===== config.mk =====
export PLATFORM = sky130hd
export DESIGN_NAME = inst_fetch_queue
export DESIGN_NICKNAME = d
export VERILOG_FILES = /design/src/rtl/inst_fetch_queue.sv
export SDC_FILE = /design/constraint.sdc
export NUM_CORES = 1
export LEC_CHECK = 0
export ABC_AREA = 1
export CORE_MARGIN = 3
export CORE_UTILIZATION = 45
export DETAILED_ROUTE_END_ITERATION = 8
export PLACE_DENSITY_LB_ADDON = 0.15
export SYNTH_ARGS = -nofsm -noshare
export SYNTH_HDL_FRONTEND = slang
export SYNTH_SLANG_ARGS = --single-unit
export TNS_END_PERCENT = 100

===== constraint.sdc =====
create_clock -name clk -period 4.7 [get_ports clk]
set_clock_uncertainty 0.1 [all_clocks]
set_input_delay 0.94 -clock clk [delete_from_list [all_inputs] [get_ports clk]]
set_output_delay 0.94 -clock clk [all_outputs]
set_load 0.02 [all_outputs]

===== src/rtl/inst_fetch_queue.sv =====
// Instruction-fetch initiator: issues word fetches to the MC and queues {inst, pc} pairs for decode.
// A redirect flushes the queue; a fetch already issued to the MC is squashed on return.
module inst_fetch_queue #(
   parameter int          QUEUE_LOG = 3,
   parameter logic [31:0] RESET_PC  = 32'h0
) (
   input  logic        clk,
   input  logic        rst_n,
   input  logic        rdy,
   output logic        inst_IF_req,
   output logic [31:0] inst_IF_addr,
   input  logic        inst_IF_flag,
   input  logic [31:0] inst_IF,
   input  logic        jump_flag,
   input  logic [31:0] jump_pc,
   input  logic        deq_ready,
   output logic        deq_valid,
   output logic [31:0] deq_inst,
   output logic [31:0] deq_pc,
   output logic        queue_full
);
   localparam int DEPTH = 1 << QUEUE_LOG;

   typedef enum logic [1:0] {IDLE, FETCH, DISCARD} state_t;

   state_t                state, state_nxt;
   logic [31:0]           pc, pc_nxt, addr_nxt, jump_tgt;
   logic                  req_nxt, push, pop, flush, room;
   logic [QUEUE_LOG-1:0]  head, tail;
   logic [QUEUE_LOG:0]    count;
   logic [31:0]           inst_mem [DEPTH];
   logic [31:0]           pc_mem   [DEPTH];

   assign jump_tgt   = {jump_pc[31:2], 2'b00};
   assign room       = count < (QUEUE_LOG+1)'(DEPTH);
   assign deq_valid  = count != '0;
   assign queue_full = count == (QUEUE_LOG+1)'(DEPTH);
   assign deq_inst   = inst_mem[head];
   assign deq_pc     = pc_mem[head];
   assign flush      = rdy & jump_flag;
   // A redirect wins over a same-cycle pop.
   assign pop        = rdy & deq_valid & deq_ready & ~jump_flag;

   always_comb begin
      state_nxt = state;
      pc_nxt    = pc;
      addr_nxt  = inst_IF_addr;
      req_nxt   = inst_IF_req;
      push      = 1'b0;
      if (rdy) begin
         case (state)
            IDLE: begin
               if (jump_flag) begin
                  pc_nxt = jump_tgt;
               end else if (room) begin
                  addr_nxt  = pc;
                  req_nxt   = 1'b1;
                  state_nxt = FETCH;
               end
            end
            FETCH: begin
               if (inst_IF_flag) begin
                  req_nxt   = 1'b0;
                  state_nxt = IDLE;
                  if (jump_flag) begin
                     pc_nxt = jump_tgt;
                  end else begin
                     push   = 1'b1;
                     pc_nxt = pc + 32'd4;
                  end
               end else if (jump_flag) begin
                  // MC cannot abort: keep requesting, drop the word when it lands.
                  pc_nxt    = jump_tgt;
                  state_nxt = DISCARD;
               end
            end
            DISCARD: begin
               if (jump_flag) pc_nxt = jump_tgt;
               if (inst_IF_flag) begin
                  req_nxt   = 1'b0;
                  state_nxt = IDLE;
               end
            end
            default: state_nxt = IDLE;
         endcase
      end
   end

   always_ff @(posedge clk or negedge rst_n) begin
      if (!rst_n) state <= IDLE;
      else        state <= state_nxt;
   end

   always_ff @(posedge clk or negedge rst_n) begin
      if (!rst_n) begin
         pc           <= RESET_PC;
         inst_IF_addr <= RESET_PC;
         inst_IF_req  <= 1'b0;
      end else begin
         pc           <= pc_nxt;
         inst_IF_addr <= addr_nxt;
         inst_IF_req  <= req_nxt;
      end
   end

   always_ff @(posedge clk or negedge rst_n) begin
      if (!rst_n) begin
         head  <= '0;
         tail  <= '0;
         count <= '0;
      end else if (flush) begin
         head  <= '0;
         tail  <= '0;
         count <= '0;
      end else begin
         if (push) tail <= tail + 1'b1;
         if (pop)  head <= head + 1'b1;
         count <= count + (QUEUE_LOG+1)'(push) - (QUEUE_LOG+1)'(pop);
      end
   end

   always_ff @(posedge clk) begin
      if (push) begin
         inst_mem[tail] <= inst_IF;
         pc_mem[tail]   <= inst_IF_addr;
      end
   end
endmodule


; ---- Yosys cells after proc, flatten, opt, wreduce, memory -nomap -nowiden
; Memory sizes are Yosys's and may differ from the RTL's.
; Cells that the tools add are included.
[op_classes]
muxes = 25
addsub = 5
reduce_logical = 12
magnitude_cmp = 1
n_bitwise = 5
n_eq_ne = 8
[op_table]
columns = op, n
row1 = $mux W32, 3
row2 = $pmux W32 S2, 1
row3 = $add A32 B3 Y32 const B, 1
row4 = $mux W3, 4
row5 = $mux W2, 5
row6 = $reduce_and A5 Y1, 2
row7 = $mux W1, 9
row8 = $reduce_bool A2 Y1, 4
row9 = $add A3 B1 Y3 const B, 2
row10 = $ne A2 B2 Y1 const B, 3
row11 = $pmux W2 S3, 1
row12 = $add A4 B1 Y4, 1
row13 = $and A1 B1 Y1, 4
row14 = $eq A4 B4 Y1 const B, 1
row15 = $lt A4 B4 Y1 const B, 1
row16 = $mux W4, 1
row17 = $reduce_and A4 Y1, 1
row18 = $reduce_bool A4 Y1, 1
row19 = $reduce_or A2 Y1, 2
row20 = $sub A4 B1 Y4, 1
row21 = $ne A3 B3 Y1 const B, 1
row22 = $eq A2 B1 Y1 const B, 1
row23 = $eq A2 B2 Y1 const B, 1
row24 = $logic_not A2 Y1, 1
row25 = other kinds (4), 4
[word_totals]
mem_count = 2
in_bits = 70
out_inout_bits = 99
regBits = 77
ram_bits = 512
elab_cells = 65
[mem_list]
columns = memory, depth, word_bits, rd, rd_clocked_by_memory_dff, write_ports, line_no
row1 = inst_mem, 8, 32, 1, 0, 1, 31  ; logic [31:0] inst_mem [DEPTH];
row2 = pc_mem, 8, 32, 1, 0, 1, 32  ; logic [31:0] pc_mem [DEPTH];

; ---- Longest topological paths before layout
; Gate-level depths: netlist of run 1.
[depth]
depth_word = 7
mapped_depth = 14
ltp_nobuf = 14

; ---- Worst setup path after synthesis of run 1
; Ideal clock, no wire load.
[synth_path]
path_kind = in2reg
from = input jump_flag
to = memory inst_mem[0][0] (enable)
cell_stages = 6
arrival_time_ns = 4.316
setup_ns = 0.486
n_path_buf = 1
path_slack_ns = -0.203
cell_sequence = buf_2 -> nor2_1 -> nand3_1 -> inv_1 -> nand2_1 -> nor2_1
[synth_between]
elab_chain_cells = 6
[synth_rtl]
columns = item, line_no
row1 = from (decl), 14  ; input logic jump_flag,
row2 = $mux W1, 65  ; if (jump_flag) begin
row3 = $mux W1, 62  ; if (inst_IF_flag) begin
row4 = $mux W1, 51  ; case (state)
row5 = $mux W1, 50  ; if (rdy) begin
row6 = $mux W1, 123  ; if (push) begin
row7 = $mux W1 (implied by the code), 124  ; inst_mem[tail] <= inst_IF;
row8 = to (decl), 31
; No other way between the ends.

; ---- Worst setup path after layout of run 1
[layout_path]
from = register head[0]
to = output deq_pc[16]
[layout_between]
elab_chain_cells = 1
[layout_rtl]
columns = item, line_no
row1 = from (decl), 29  ; logic [QUEUE_LOG-1:0] head, tail;
row2 = from (signal assigned), 117  ; if (pop) head <= head + 1'b1;
row3 = $mem_v2 Z8 W32, --
row4 = to (decl), 19  ; output logic [31:0] deq_pc,
; No other way between the ends.

==> results of run 1 <==
## cells by family (layout without fill, tap and decap cells)
logic type	count (synthesis)	in the layout	share of synthesized area, %
compound gates	360	360	9.61
simple gates	885	885	14.3
flops	589	589	71.5
mux	4	4	0.248
buf+inv	189	385	3.51
xor+xnor	3	3	0.109
fa+ha+maj	14	14	0.755
## cells in the final DEF (no fill, tap or decap), drive strengths merged, types with 10 or more instances in the layout
cell | synthesis | final
nand2 | 368 | 368
o21ai | 190 | 190
nand3 | 39 | 39
clkdlybuf4s50 | 0 | 165
a21oi | 23 | 23
edfxtp | 512 | 512
clkbuf | 71 | 70
buf | 45 | 41
inv | 73 | 74
clkinv | 0 | 25
nor3 | 10 | 10
o32ai | 128 | 128
ha | 13 | 13
nor2 | 453 | 453
dfrtp | 77 | 77
nand4 | 11 | 11
## layer usage
metal | wire (microns) | global-route usage, % | vias up | part of all wire, %
met4 | 1210 | 5.86 | 0 | 2.1
met3 | 2670 | 2.47 | 77 | 4.6
met5 | 0 | 0 | - | 0
met2 | 27800 | 33.1 | 421 | 48
li1 | - | - | 7580 | -
met1 | 26200 | 28.9 | 7844 | 45
## registers in the layout, indices dropped and copies added (netlist names)
| name | flops |
|---|---|
| head | 3 |
| tail | 3 |
| inst_mem | 256 |
| inst_IF_addr | 32 |
| state | 2 |
| inst_IF_req | 1 |
| pc | 32 |
| pc_mem | 256 |
| count | 4 |
## through the flow
stage,worst slack (ns),setup TNS [ns],instance area (sq um)
global placement,1.00,0,26800
CTS,0.496,0,28600
finish,0.535,0,28600
detailed placement,0.957,0,26800
global route,0.381,0,28600
floorplan,-0.203,-100.64,24200
## power groups by stage
stage          registers, mW  clock network [mW]  logic, mW
2_1_floorplan           6.82                   0       2.43
3_3_place_gp            6.91                   0       3.99
3_5_place_dp            6.93                   0       4.05
4_1_cts                 6.83                4.52       4.07
5_1_grt                 6.90                4.74       4.43
6_report                6.83                4.43       4.02
## final cells by class
| class | count | area share, % |
|---|---|---|
| multi-input combinational | 1266 | 21.4 |
| clock inverter | 36 | 0.987 |
| timing repair buffer | 206 | 7.85 |
| clock buffer | 70 | 5.37 |
| inverter | 73 | 0.974 |
| tap | 688 | 3.01 |
| sequential | 589 | 60.4 |
## worst min-delay path by stage
stage	endpoint	cells past startpoint	from
6_report	pc[11]	1	rst_n
5_1_grt	inst_IF_addr[10]	1	rst_n
4_1_cts	pc[11]	1	rst_n
3_5_place_dp	pc[31]	2	pc[31]
3_3_place_gp	pc[31]	2	pc[31]
2_1_floorplan	pc[31]	2	pc[31]
==> out/metrics.cfg, run 1 <==
[clocking]
clkSinkCount = 589
clk_latency_ns = 0.61
cts_tree = done
ctsHoldBuffers = 0
cts-buffers-inserted = 59
root_buffer = clkbuf_16
cts_setup_buffers = 0
cts_max_level = 2
cts_resized = 0
clk_path_buf_depth = 3
clk_pin_slew_worst_paths_ns = 0.07

[setup_path]
crit_chain = inv_6 > buf_4 > nor2_1 > o32ai_1 > nand2_1 > nand2_1 > clkdlybuf4s50_1
cp_top_family = buffers and inverters
cp-startpoint = head[0]
r2r-end = pc_mem[4][4]
max_stage_delay_ns = 0.65
rr_worst_depth = 7
r2r-start = state[1]
worstPathRequired_ns = 3.66
crit_slowest_cell = clkdlybuf4s50_1
reg2reg_slack_ns = 2.11
cp-end-kind = output pin
cp_common_cell = nand2_1
crit_buf_inv = 3
critPathArrivalTime_ns = 3.12
cp-start-kind = flip-flop
setup.worst_path.end = deq_pc[16]
cp_max_fo = 61
path_depth = 7
path_class = flip-flop to output pin

[global_route]
grt.overflow.total = 0
antenna_found_initial = 0
grt_pass1_wl_mm = 89.6
grt_start_max_net_pins = 136
grt_pass1_vias = 15400
track_usage_pct = 20.3

[synthesis]
ys_top_cells_by_area = edfxtp_1 (64%), dfrtp_1 (8.0%), nor2_1 (6.9%)
synth_flop_cell = edfxtp_1
synth_warnings = 0
synth-seq-cells = 589
synth_top_area_cell = edfxtp_1
synthCells = 2044
ys_types = 35
syn_nets = 2128
ys_top_cells_by_count = edfxtp_1 (512), nor2_1 (445), nand2_1 (367)
yosysMostFrequentCell = edfxtp_1
synth_seq_area_share_pct = 71.5
avgSynthCellArea_sq_um = 11.8
synth_area_sq_um = 24200
async_flop_share_pct = 13.1
synth_edf_count = 512
synth_top_area_share_pct = 63.5

[status]
status = complete, no violations

[pwr]
pwr-share-clk_pct = 29.0
switching_share_pct = 32.4
leakage_nw = 10.1
power.sequential.fraction_pct = 44.7
finalPower_mw = 15.3
power.internal_mw = 10.3
power_density_nw_per_um2 = 533
peakVddDrop_mv = 0.292
combPwrFrac_pct = 26.3
power_switching_mw = 4.95

[floorplanning]
pin_count = 169
die_w_microns = 238
die_area_sq_um = 56600
placementRows = 84
die_height_microns = 238
core_area_sq_um = 52900
start_util_pct = 45.8

[timing]
clock.fmax_mhz = 240
slew_violations = 0
layout_min_cycle_time_ns = 4.16
period_share_pct = 88.6
worstMarginPinSlew_ns = 0.803
hold_viol = 0
grt_setup_unrepaired = no
hold_slack_ns = 0.220
setup_viol = 0
slew_headroom_pct = 46.4

[drt]
route.detailed.drc = 0
num_vias = 15900
routed_wl_mm = 57.9
wl_per_cell_microns = 19.8
viasPerCell = 5.44
ant_nets = 0
drt_pre_antenna_iters = 5
drtIter0Drc = 1270

[cells_and_area]
final_util_pct = 54.2
multi_input_area_sq_um = 6120
layoutNonFillerInstCount = 2928
area_delta_synth_final_pct = 18.3
nets = 2279
ff_latch_area_sq_um = 17300
drive_gt1_share_pct = 6.88
antenna_cells = 0
fillers = 4429

[min_path]
hold_path_class = primary input to async pin

[place]
dp_hpwl_mm = 33.6
dp_cells = 2822
io_buffers = 166
place_congestion = 0.937

[run]
cap_violations = 0

Note: power is estimated with default switching activity, not from simulation.
==> inputs of run 2 (changes only) <==
SLEW_MARGIN = 20   (was default)
==> results of run 2 <==
The final DEF is identical to that of run 1; final timing and power are the same.
==> inputs of run 3 (changes only) <==
CORE_UTILIZATION = 59   (was 45)
==> out/metrics.cfg, run 3 (synthesized netlist as in run 1, its figures left out) <==
[timing]
slew_headroom_pct = 22.0
tns_ns = 0
layout_min_cycle_time_ns = 4.36
period_share_pct = 92.7
worstMarginPinSlew_ns = 1.17
clock.fmax_mhz = 229
grt_setup_unrepaired = no
hold_viol = 0
hold_slack_ns = 0.321
slew_violations = 0
setup_viol = 0

[cells_and_area]
ff_latch_area_sq_um = 17300
largestRegisters = inst_mem: 256 flops, pc_mem: 256 flops
layout_commonest_cell = edfxtp_1
multi_input_area_sq_um = 6120
drive_gt1_share_pct = 6.23
nets = 2267
antenna_cells = 0
fillers = 2733
final_cell_mix = edfxtp_1 (512), nor2_1 (437), nand2_1 (367)
area_delta_synth_final_pct = 17.0
layoutNonFillerInstCount = 2755

[floorplanning]
die_area_sq_um = 43500
pin_count = 169
start_util_pct = 60.4
die_w_microns = 209
placementRows = 73
core_area_sq_um = 40100
die_height_microns = 209

[global_route]
grt.overflow.total = 0
grt_pass1_vias = 16000
grt_pass1_wl_mm = 86.7
grt_start_max_net_pins = 260
antenna_found_initial = 0
track_usage_pct = 25.3

[clocking]
clk_path_buf_depth = 3
root_buffer = clkbuf_16
clk_pin_slew_worst_paths_ns = 0.06
cts_tree = done
ctsHoldBuffers = 0
cts_resized = 0
cts_max_level = 2
cts-buffers-inserted = 56
clk_latency_ns = 0.60
cts_setup_buffers = 0
clkSinkCount = 589

[pwr]
pwr-share-clk_pct = 29.2
power_density_nw_per_um2 = 540
finalPower_mw = 15.3
power.sequential.fraction_pct = 44.6
combPwrFrac_pct = 26.2
peakVddDrop_mv = 0.413
power_switching_mw = 4.86
leakage_nw = 10.1
power.internal_mw = 10.4
switching_share_pct = 31.8

[status]
status = complete, no violations

[drt]
drt_pre_antenna_iters = 5
wl_per_cell_microns = 20.3
drtIter0Drc = 1565
route.detailed.drc = 0
viasPerCell = 5.94
routed_wl_mm = 55.9
num_vias = 16400
ant_nets = 0

[setup_path]
cp-start-kind = flip-flop
cp-end-kind = output pin
cp_max_fo = 259
worstPathRequired_ns = 3.66
critPathArrivalTime_ns = 3.32
path_class = flip-flop to output pin

[place]
dp_hpwl_mm = 30.4
dp_cells = 2650
place_congestion = 0.902
io_buffers = 166

[run]
cap_violations = 0

[min_path]
hold_path_class = primary input to async pin

==> run 3: changes by cell type in the layout (fill, tap and decap cells not counted), sizes merged <==
cell | previous run | this run
clkbuf | 70 | 82
buf | 41 | 32
clkinv | 25 | 16
clkinvlp | 7 | 1
bufinv | 3 | 5
==> run 3: critical path, stage by stage (launching register included) <==
cell and delay (ns):
dfrtp_4 0.45, buf_12 0.72, nor2_1 0.13, o32ai_1 0.39
nand2_1 0.11, nand2_1 0.17, clkdlybuf4s50_1 0.62
==> run 3: power by group through the flow <==
stage | clock network (mW) | registers (mW) | logic (mW)
final | 4.46 | 6.82 | 4.01
after global routing | 4.77 | 6.88 | 4.38
after CTS | 4.53 | 6.81 | 4.03
after detailed placement | 0 | 6.91 | 3.99
after global placement | 0 | 6.88 | 3.90
after floorplan | 0 | 6.82 | 2.43
==> run 3: final cells by class <==
class	count	area share (%)
Multi-Input combinational cell	1266	21.6
Tap cell	525	2.32
Clock inverter	23	0.901
Inverter	73	0.985
Sequential cell	589	61.1
Timing Repair Buffer	197	7.48
Clock buffer	82	5.58
==> run 3: metal layers <==
metal  up-vias  part of all wire (%)  global-route usage, %
met5         -                     0                      0
met4         0                   1.8                   7.32
met3        88                   7.4                   4.33
met2       643                    49                   42.0
met1      8073                    42                   35.0
li1       7557                     -                      -
==> run 3: final timing paths <==
path,from,end,slack (ns),cells after the start
setup / recovery,head[0],deq_pc[17],0.34,6
hold / removal,rst_n,pc[6],0.32,1
setup reg to reg,state[1],inst_mem[3][28],2.17,7
hold reg to reg,pc[0],pc[0],0.40,2
max in group asynchronous,rst_n,head[0],3.35,2
min in group clk,pc[0],pc[0],0.40,2
==> run 3: stage by stage <==
step | area [sq um] | setup WS (ns) | utilization [%]
global route | 28300 | 0.156 | 70.6
floorplan | 24200 | -0.203 | -
finish | 28300 | 0.341 | 70.6
global placement | 26500 | 1.02 | 66.0
CTS | 28300 | 0.325 | 70.6
detailed placement | 26500 | 1.00 | 66.0
